**src/rtl/register_read_stage.sv**
```systemverilog
// Register read stage: fetches four source operands for an instruction pair
// from the register-set outputs, forwards same-cycle writebacks, stalls on
// RAW/WAW hazards against pending writebacks (busy-bit scoreboard), and
// presents operands through a 1-deep valid/ready output register.
module register_read_stage #(
  parameter int DATA_W = 32,
  parameter int NREG   = 8,
  parameter int AW     = 3,
  parameter int CNT_W  = 16
) (
  input  logic              clk,
  input  logic              reset,
  input  logic              in_valid,
  output logic              in_ready,
  input  logic [AW-1:0]     srcA1,
  input  logic [AW-1:0]     srcA2,
  input  logic [AW-1:0]     srcB1,
  input  logic [AW-1:0]     srcB2,
  input  logic [AW-1:0]     destA,
  input  logic [AW-1:0]     destB,
  input  logic              destA_en,
  input  logic              destB_en,
  input  logic [DATA_W-1:0] outR0,
  input  logic [DATA_W-1:0] outR1,
  input  logic [DATA_W-1:0] outR2,
  input  logic [DATA_W-1:0] outR3,
  input  logic [DATA_W-1:0] outR4,
  input  logic [DATA_W-1:0] outR5,
  input  logic [DATA_W-1:0] outR6,
  input  logic [DATA_W-1:0] outR7,
  input  logic              regWrite1,
  input  logic              regWrite2,
  input  logic [AW-1:0]     wrAddr1,
  input  logic [AW-1:0]     wrAddr2,
  input  logic [DATA_W-1:0] writeData1,
  input  logic [DATA_W-1:0] writeData2,
  output logic              out_valid,
  input  logic              out_ready,
  output logic [DATA_W-1:0] opA1,
  output logic [DATA_W-1:0] opA2,
  output logic [DATA_W-1:0] opB1,
  output logic [DATA_W-1:0] opB2,
  output logic [AW-1:0]     out_destA,
  output logic [AW-1:0]     out_destB,
  output logic              pair_conflict,
  output logic [CNT_W-1:0]  stall_cnt
);

  // Register-set view and source address list (A1, A2, B1, B2).
  logic [DATA_W-1:0] reg_set  [NREG];
  logic [AW-1:0]     src_addr [4];
  logic [DATA_W-1:0] fetched  [4];
  logic [3:0]        src_hazard;

  assign reg_set[0] = outR0;
  assign reg_set[1] = outR1;
  assign reg_set[2] = outR2;
  assign reg_set[3] = outR3;
  assign reg_set[4] = outR4;
  assign reg_set[5] = outR5;
  assign reg_set[6] = outR6;
  assign reg_set[7] = outR7;

  assign src_addr[0] = srcA1;
  assign src_addr[1] = srcA2;
  assign src_addr[2] = srcB1;
  assign src_addr[3] = srcB2;

  // State registers.
  logic              out_valid_q;
  logic [DATA_W-1:0] opA1_q, opA2_q, opB1_q, opB2_q;
  logic [AW-1:0]     destA_q, destB_q;
  logic [NREG-1:0]   busy_q, busy_d;
  logic              conflict_q;
  logic [CNT_W-1:0]  stall_q, stall_d;

  // A register whose pending writeback lands this cycle.
  logic [NREG-1:0] cleared;

  genvar gi;
  generate
    for (gi = 0; gi < NREG; gi++) begin : g_clear
      assign cleared[gi] = (regWrite1 && (wrAddr1 == AW'(gi))) ||
                           (regWrite2 && (wrAddr2 == AW'(gi)));
    end
  endgenerate

  // Operand fetch with writeback forwarding; port 2 overrides port 1, R0 is zero.
  always_comb begin
    for (int i = 0; i < 4; i++) begin
      fetched[i] = reg_set[src_addr[i]];
      if (regWrite1 && (wrAddr1 == src_addr[i])) fetched[i] = writeData1;
      if (regWrite2 && (wrAddr2 == src_addr[i])) fetched[i] = writeData2;
      if (src_addr[i] == '0) fetched[i] = '0;
      src_hazard[i] = (src_addr[i] != '0) && busy_q[src_addr[i]] && !cleared[src_addr[i]];
    end
  end

  logic waw_a, waw_b, hazard, accept, pair_dep;

  assign waw_a  = destA_en && (destA != '0) && busy_q[destA] && !cleared[destA];
  assign waw_b  = destB_en && (destB != '0) && busy_q[destB] && !cleared[destB];
  assign hazard = (|src_hazard) || waw_a || waw_b;

  assign in_ready = (!out_valid_q || out_ready) && !hazard;
  assign accept   = in_valid && in_ready;

  // B depends on A's result (or both write the same register) within one pair.
  assign pair_dep = destA_en && (destA != '0) &&
                    ((srcB1 == destA) || (srcB2 == destA) || (destB_en && (destB == destA)));

  // Busy bits: an accepted destination sets, a writeback clears, set wins.
  generate
    for (gi = 0; gi < NREG; gi++) begin : g_busy
      if (gi == 0) begin : g_r0
        assign busy_d[gi] = 1'b0;
      end else begin : g_rn
        assign busy_d[gi] = (accept && ((destA_en && (destA == AW'(gi))) ||
                                        (destB_en && (destB == AW'(gi))))) ? 1'b1 :
                            cleared[gi] ? 1'b0 : busy_q[gi];
      end
    end
  endgenerate

  assign stall_d = (in_valid && hazard && (stall_q != '1)) ? stall_q + CNT_W'(1) : stall_q;

  // Output register, scoreboard, sticky conflict flag and stall counter.
  always_ff @(posedge clk or posedge reset) begin
    if (reset) begin
      out_valid_q <= 1'b0;
      opA1_q      <= '0;
      opA2_q      <= '0;
      opB1_q      <= '0;
      opB2_q      <= '0;
      destA_q     <= '0;
      destB_q     <= '0;
      busy_q      <= '0;
      conflict_q  <= 1'b0;
      stall_q     <= '0;
    end else begin
      busy_q  <= busy_d;
      stall_q <= stall_d;
      if (accept) begin
        out_valid_q <= 1'b1;
        opA1_q      <= fetched[0];
        opA2_q      <= fetched[1];
        opB1_q      <= fetched[2];
        opB2_q      <= fetched[3];
        destA_q     <= destA;
        destB_q     <= destB;
        if (pair_dep) conflict_q <= 1'b1;
      end else if (out_ready) begin
        out_valid_q <= 1'b0;
      end
    end
  end

  assign out_valid     = out_valid_q;
  assign opA1          = opA1_q;
  assign opA2          = opA2_q;
  assign opB1          = opB1_q;
  assign opB2          = opB2_q;
  assign out_destA     = destA_q;
  assign out_destB     = destB_q;
  assign pair_conflict = conflict_q;
  assign stall_cnt     = stall_q;

endmodule

```
**config.mk**
```make
export PLATFORM = sky130hd
export DESIGN_NAME = register_read_stage
export DESIGN_NICKNAME = d
export VERILOG_FILES = /design/src/rtl/register_read_stage.sv
export SDC_FILE = /design/constraint.sdc
export NUM_CORES = 1
export LEC_CHECK = 0
export BUFFER_PORTS_ARGS = -buffer_cell sky130_fd_sc_hd__buf_2
export CORE_UTILIZATION = 35
export CTS_CLUSTER_DIAMETER = 50
export DETAILED_ROUTE_END_ITERATION = 7
export GPL_ROUTABILITY_DRIVEN = 0
export GPL_TIMING_DRIVEN = 0
export PLACE_DENSITY = 0.6
export SLEW_MARGIN = 20
export SYNTH_ARGS = -nofsm -noshare
export SYNTH_HDL_FRONTEND = slang
export SYNTH_SLANG_ARGS = --single-unit
```
**constraint.sdc**
```tcl
create_clock -name clk -period 6.7 [get_ports clk]
set_clock_uncertainty 0.2 [all_clocks]
set_input_delay 1.34 -clock clk [delete_from_list [all_inputs] [get_ports clk]]
set_output_delay 1.34 -clock clk [all_outputs]
set_load 0.03 [all_outputs]
```
### Yosys cells after proc, flatten, opt, wreduce, memory -nomap -nowiden

Cells that the tools add are included.

| cells by class | value |
|---|---|
| $add $sub $neg | 1 |
| order comparisons | 10 |
| eq/ne operators | 40 |
| mux-type cells | 64 |
| bitwise logic cells | 4 |
| reduce and logical (&&, ||, !) cells | 115 |

Operator list:

| operator | count |
|---|---|
| 2-to-1 mux 32 bit | 20 |
| binary-select mux 32 bit (select 3 bit) | 4 |
| logical AND 1 bit | 65 |
| == test 3 bit, second input constant | 16 |
| binary-select mux 1 bit (select 3 bit) | 12 |
| == test 3 bit | 11 |
| 2-to-1 mux 1 bit | 28 |
| == test 3 x 2 -> 1 bit, second input constant | 8 |
| < comparator 3 x 4 -> 1 bit, second input constant | 6 |
| logical OR 1 bit | 20 |
| logical NOT 3 bit | 6 |
| nonzero test 3 bit | 6 |
| adder 16 x 1 -> 16 bit, second input constant | 1 |
| greater-or-equal comparator 4 bit, second input constant | 4 |
| inequality test 16 bit, second input constant | 1 |
| NOT 3 -> 4 bit | 4 |
| nonzero test 2 bit | 8 |
| == test 3 x 1 -> 1 bit, second input constant | 4 |
| logical NOT 1 bit | 8 |
| OR reduction 4 bit | 1 |
| AND reduction 2 bit | 1 |

| word-level totals | value |
|---|---|
| flip-flop bits (word level) | 159 |

### Depth between registers and ports, before layout

| depth | value |
|---|---|
| word-level depth | 15 |
| mapped depth | 13 |

### Worst setup path after synthesis

No wires, ideal clock.

| path | value |
|---|---|
| kind | input port to output port |
| from | input port wrAddr1[2] |
| to | output port in_ready |
| data arrival time | 3565 ps |
| data required time | 5160 ps |
| path slack | 1595 ps |
| stages | 9 |
| buffers on the path | 2 |
| path through | buf_4 nand4b_1 and2_4 a41oi_1 a211oi_1 or4_4 nor4_4 clkbuf_1 and2_1 |

| between the ends | value |
|---|---|
| word-level cells in the longest chain between the ends | 12 |

Ends and longest elaborated chain:

| what | line | text |
|---|---|---|
| start, declared | 33 | `input logic [AW-1:0] wrAddr1,` |
| == test 3 x 1 -> 1 bit, or another cell as far along | 83 | `assign cleared[gi] = (regWrite1 && (wrAddr1 == AW'(gi))) \|\|` |
| logical AND 1 bit | 83 |  |
| logical OR 1 bit | 83 |  |
| binary-select mux 1 bit (select 3 bit) | 95 | `src_hazard[i] = (src_addr[i] != '0) && busy_q[src_addr[i]] && !cleared[src_addr[i]];` |
| 2-to-1 mux 1 bit (implied by the code) | 95 |  |
| logical NOT 1 bit | 95 |  |
| logical AND 1 bit | 95 |  |
| OR reduction 4 bit | 103 | `assign hazard = (\|src_hazard) \|\| waw_a \|\| waw_b;` |
| logical OR 1 bit | 103 |  |
| logical OR 1 bit (*) | 103 |  |
| logical NOT 1 bit (*) | 105 | `assign in_ready = (!out_valid_q \|\| out_ready) && !hazard;` |
| logical AND 1 bit (*) | 105 |  |
| end, declared | 14 | `output logic in_ready,` |

Mark *: on every way between the ends. The rest lies on a longest branch, timed or not. The select of a mux whose other input is x is not followed.

### Worst setup path in the final report

| path | value |
|---|---|
| from | input port srcB1[0] |
| to | output port in_ready |

| between the ends | value |
|---|---|
| word-level cells in the longest chain between the ends | 9 |

Ends and longest elaborated chain:

| what | line | text |
|---|---|---|
| start, declared | 17 | `input logic [AW-1:0] srcB1,` |
| binary-select mux 1 bit (select 3 bit) | 95 |  |
| 2-to-1 mux 1 bit (implied by the code) | 95 |  |
| logical AND 1 bit / logical NOT 1 bit (equally long branches) | 95 |  |
| logical AND 1 bit (*) | 95 |  |
| OR reduction 4 bit (*) | 103 |  |
| logical OR 1 bit (*) (2 in series) | 103 |  |
| logical NOT 1 bit (*) | 105 |  |
| logical AND 1 bit (*) | 105 |  |

Marked as above.

==> results.md <==
- Post-layout worst setup margin: 0.797 ns
- Initial Utilization: 0.356
- Chip width: 226 µm
- Post-synth cell types: 64
- GRT Total Usage: 0.368
- Dpl cells: about 3,400
- Post-DR wirelength/cell: around 28 µm
- Initial antenna violation count: between 50 and 60
- # clock sinks: roughly 160
- Setup tns final: 0 ns
- Io pins: slightly above 500
- Die ar.: 0.0509 mm²
- Post-DP HPWL: between 70,000 and 80,000 µm
- CP Launch Point: srcB1[0]
- Area delta synth->final: 22.3%
- Post-Route WL: between 90,000 and 100,000 µm
- Slew margin rel.: 0.220
- Routed via count: around 22,000
- Worst-Margin Slew: 1.14 ns
- Metal1 wirelength: approximately 37,000 µm
- CTS tree: built
- Post-CTS sizing: 0
- Worst Setup Start Kind: input pin
- Hold depth: 1
- Top layer in use: met5
- Clock Tree Buf Depth: 2
- Flops & latches, synth: roughly 160
- Asr flop ratio synth: 1.00
- Layout Nets: 3,142
- Die Height: approximately 230 µm
- Pin count of the biggest net entering global routing: between 80 and 90
- Fin crit share: 0.881
- Synth area leaders: dfrtp_1 23%, mux2i_1 15%, nor2_1 11%
- Hold worst-path end: pair_conflict
- First-pass GRT wire length: ~140,000 µm
- Tmin final: 5.90 ns
- R2R cell count: 10
- Reg-to-Reg Start: busy_q[5]
- Cell taking the most area after synthesis: dfrtp_1
- Clock transition at path regs: around 0.07 ns
- VDD IR max: 0.271 mV
- Drt pass-1 iters: 8
- Share of layout cells above drive strength 1: 0.234
- Fmax: between 150 and 200 MHz
- Critical Path RT: 5.16 ns
- Worst skew pair latency: between 0.4 and 0.5 ns
- Metal3 WL: between 10,000 and 15,000 µm
- Post-route DRC: 7
- Leakage Power: ~9.5 nW
- Root buffer cell: clkbuf_16
- 1st-iter DRT viols: about 3,500
- Failing checks: DRC
- R2r endpoint: opB1[25]
- Site Rows: 81
- Crit path max fanout: 10
- RSZ-0062 raised after global routing: false
- Crit path DAT: 4.36 ns
- Post-Place Worst Slack: around 0.9 ns
- Syn nets: around 2,700
- Overflow after GRT: 0
- Status: finished with violations
- Cell Pwr Density: approximately 280 mW/mm²
- Met2 wire len: between 40,000 and 50,000 µm
- Worst Hold Launch: pair_conflict
- Main synth FF type: dfrtp_1
- Setup bufs post-CTS: 0
- H-tree Lvls: 4
- Syn Std Cell Area: roughly 0.018 mm²
- Kind of critical path: in -> out
- Hold Path Class: reg -> reg
- Final setup fails: 0
- Reg2reg setup slack: 3.10 ns
- Clock buffers created by TritonCTS: 17
- Synth top area share: 0.227
- Post-synth EDFFs: 0
- Most common cell in the netlist: nor2_1
- Sequential cell area fraction in the yosys report: 0.227
- Antenna viol nets, final: 0
- Final hold viol count: 0
- Synthesis warning total: 0
- Cts-stage hold buffer count: 0
- Synth Instances: between 2,000 and 2,500
- Port Buffers: 458
- Post-Syn Area per Cell: 7.59 µm²
- Final Max Slew Viols: 0
- Setup crit end kind: output pin
- Core box area: around 0.049 mm²
- Vias in the first global route: around 21,000
- Max cap viols: 0
- Vias per cell: between 6 and 7
- Non-filler cells, final: ~3,500
- Synth cell count leaders: 522 x nor2_1, 260 x mux2i_1, 253 x a21oi_1, 200 x o21ai_0, 193 x a211oi_1
[final cells by class]
| cell class | count | area [µm²] |
|---|---|---|
| inverters | 5 | 26.3 |
| clock buffers | 17 | 425 |
| plain buffers | 235 | 1080 |
| fillers | 5187 | 27700 |
| repair buffers | 461 | 2330 |
| diodes | 45 | 113 |
| multi-input cells | 1910 | 12500 |
| well taps | 664 | 831 |
| clock inverters | 15 | 185 |
| flip-flops and latches | 159 | 3980 |
[critical path: stages]
cell	delay, ns
clkbuf_1	0.48
nand2b_1	0.18
clkbuf_1	0.39
o41ai_1	0.13
a21o_1	0.17
o311ai_0	0.09
o211ai_1	0.17
nor4_4	0.59
clkbuf_1	0.43
and2_1	0.19
buf_2	0.19
[logic make-up after synthesis]
| logic type | after synthesis | share of synthesized area |
|---|---|---|
| AOI/OAI and AO/OA | 753 | 0.264 |
| xor gates and xnor gates | 48 | 0.0240 |
| adders and majority gates | 1 | 0.000714 |
| and+or+nand+nor | 708 | 0.168 |
| buffers and inverters | 240 | 0.0625 |
| DFF | 159 | 0.227 |
| muxes | 400 | 0.254 |
[registers in the layout, indices dropped and copies added, names as in the netlist]
| signal | count |
|---|---|
| busy_q | 7 |
| opA1 | 32 |
| opA2 | 32 |
| opB1 | 32 |
| opB2 | 32 |
| out_destA | 3 |
| out_destB | 3 |
| out_valid | 1 |
| pair_conflict | 1 |
| stall_cnt | 16 |
[per-layer routing]
| metal | up-vias | global-route usage |
|---|---|---|
| li1 | 9439 | - |
| met1 | 10600 | 0.469 |
| met2 | 1780 | 0.563 |
| met3 | 358 | 0.112 |
| met4 | 32 | 0.176 |
| met5 | - | 0 |
[layout by cell type, fill, tap and decap left out, types with 57 or more instances in the layout]
| master | n |
|---|---|
| nand2_1 | 92 |
| mux2i_1 | 260 |
| dfrtp_1 | 159 |
| o21ai_0 | 200 |
| nor2_1 | 522 |
| mux2_2 | 57 |
| mux2_4 | 63 |
| a211oi_1 | 193 |
| buf_2 | 464 |
| clkbuf_1 | 176 |
| a21oi_1 | 253 |
[through the flow]
stage	hold slack (ns)	total power (W)	instance area, µm²	utilization
final	0.288	0.00590	21400	0.436
after global routing	0.304	0.00616	21400	0.435
after CTS	0.294	0.00588	21300	0.434
after detailed placement	0.270	0.00482	20700	0.421
after global placement	0.268	0.00477	20600	0.420
after floorplan	0.293	0.00372	17500	-
[where the power goes]
part	switching, W	internal [W]	total [W]
clock	0.000502	0.000536	0.00104
combinational	0.00203	0.00116	0.00319
sequential	0.000281	0.00139	0.00167
[worst max-delay path by stage]
stage / slack (ns) / cells after the start / to
finish: 0.80 / 11 / in_ready
global route: 0.67 / 11 / in_ready
CTS: 0.90 / 11 / in_ready
detailed placement: 0.90 / 11 / in_ready
global placement: -1.11 / 2 / opA1[28]
floorplan: 0.87 / 1 / busy_q[1]
Power figures use the tool's default switching activity.
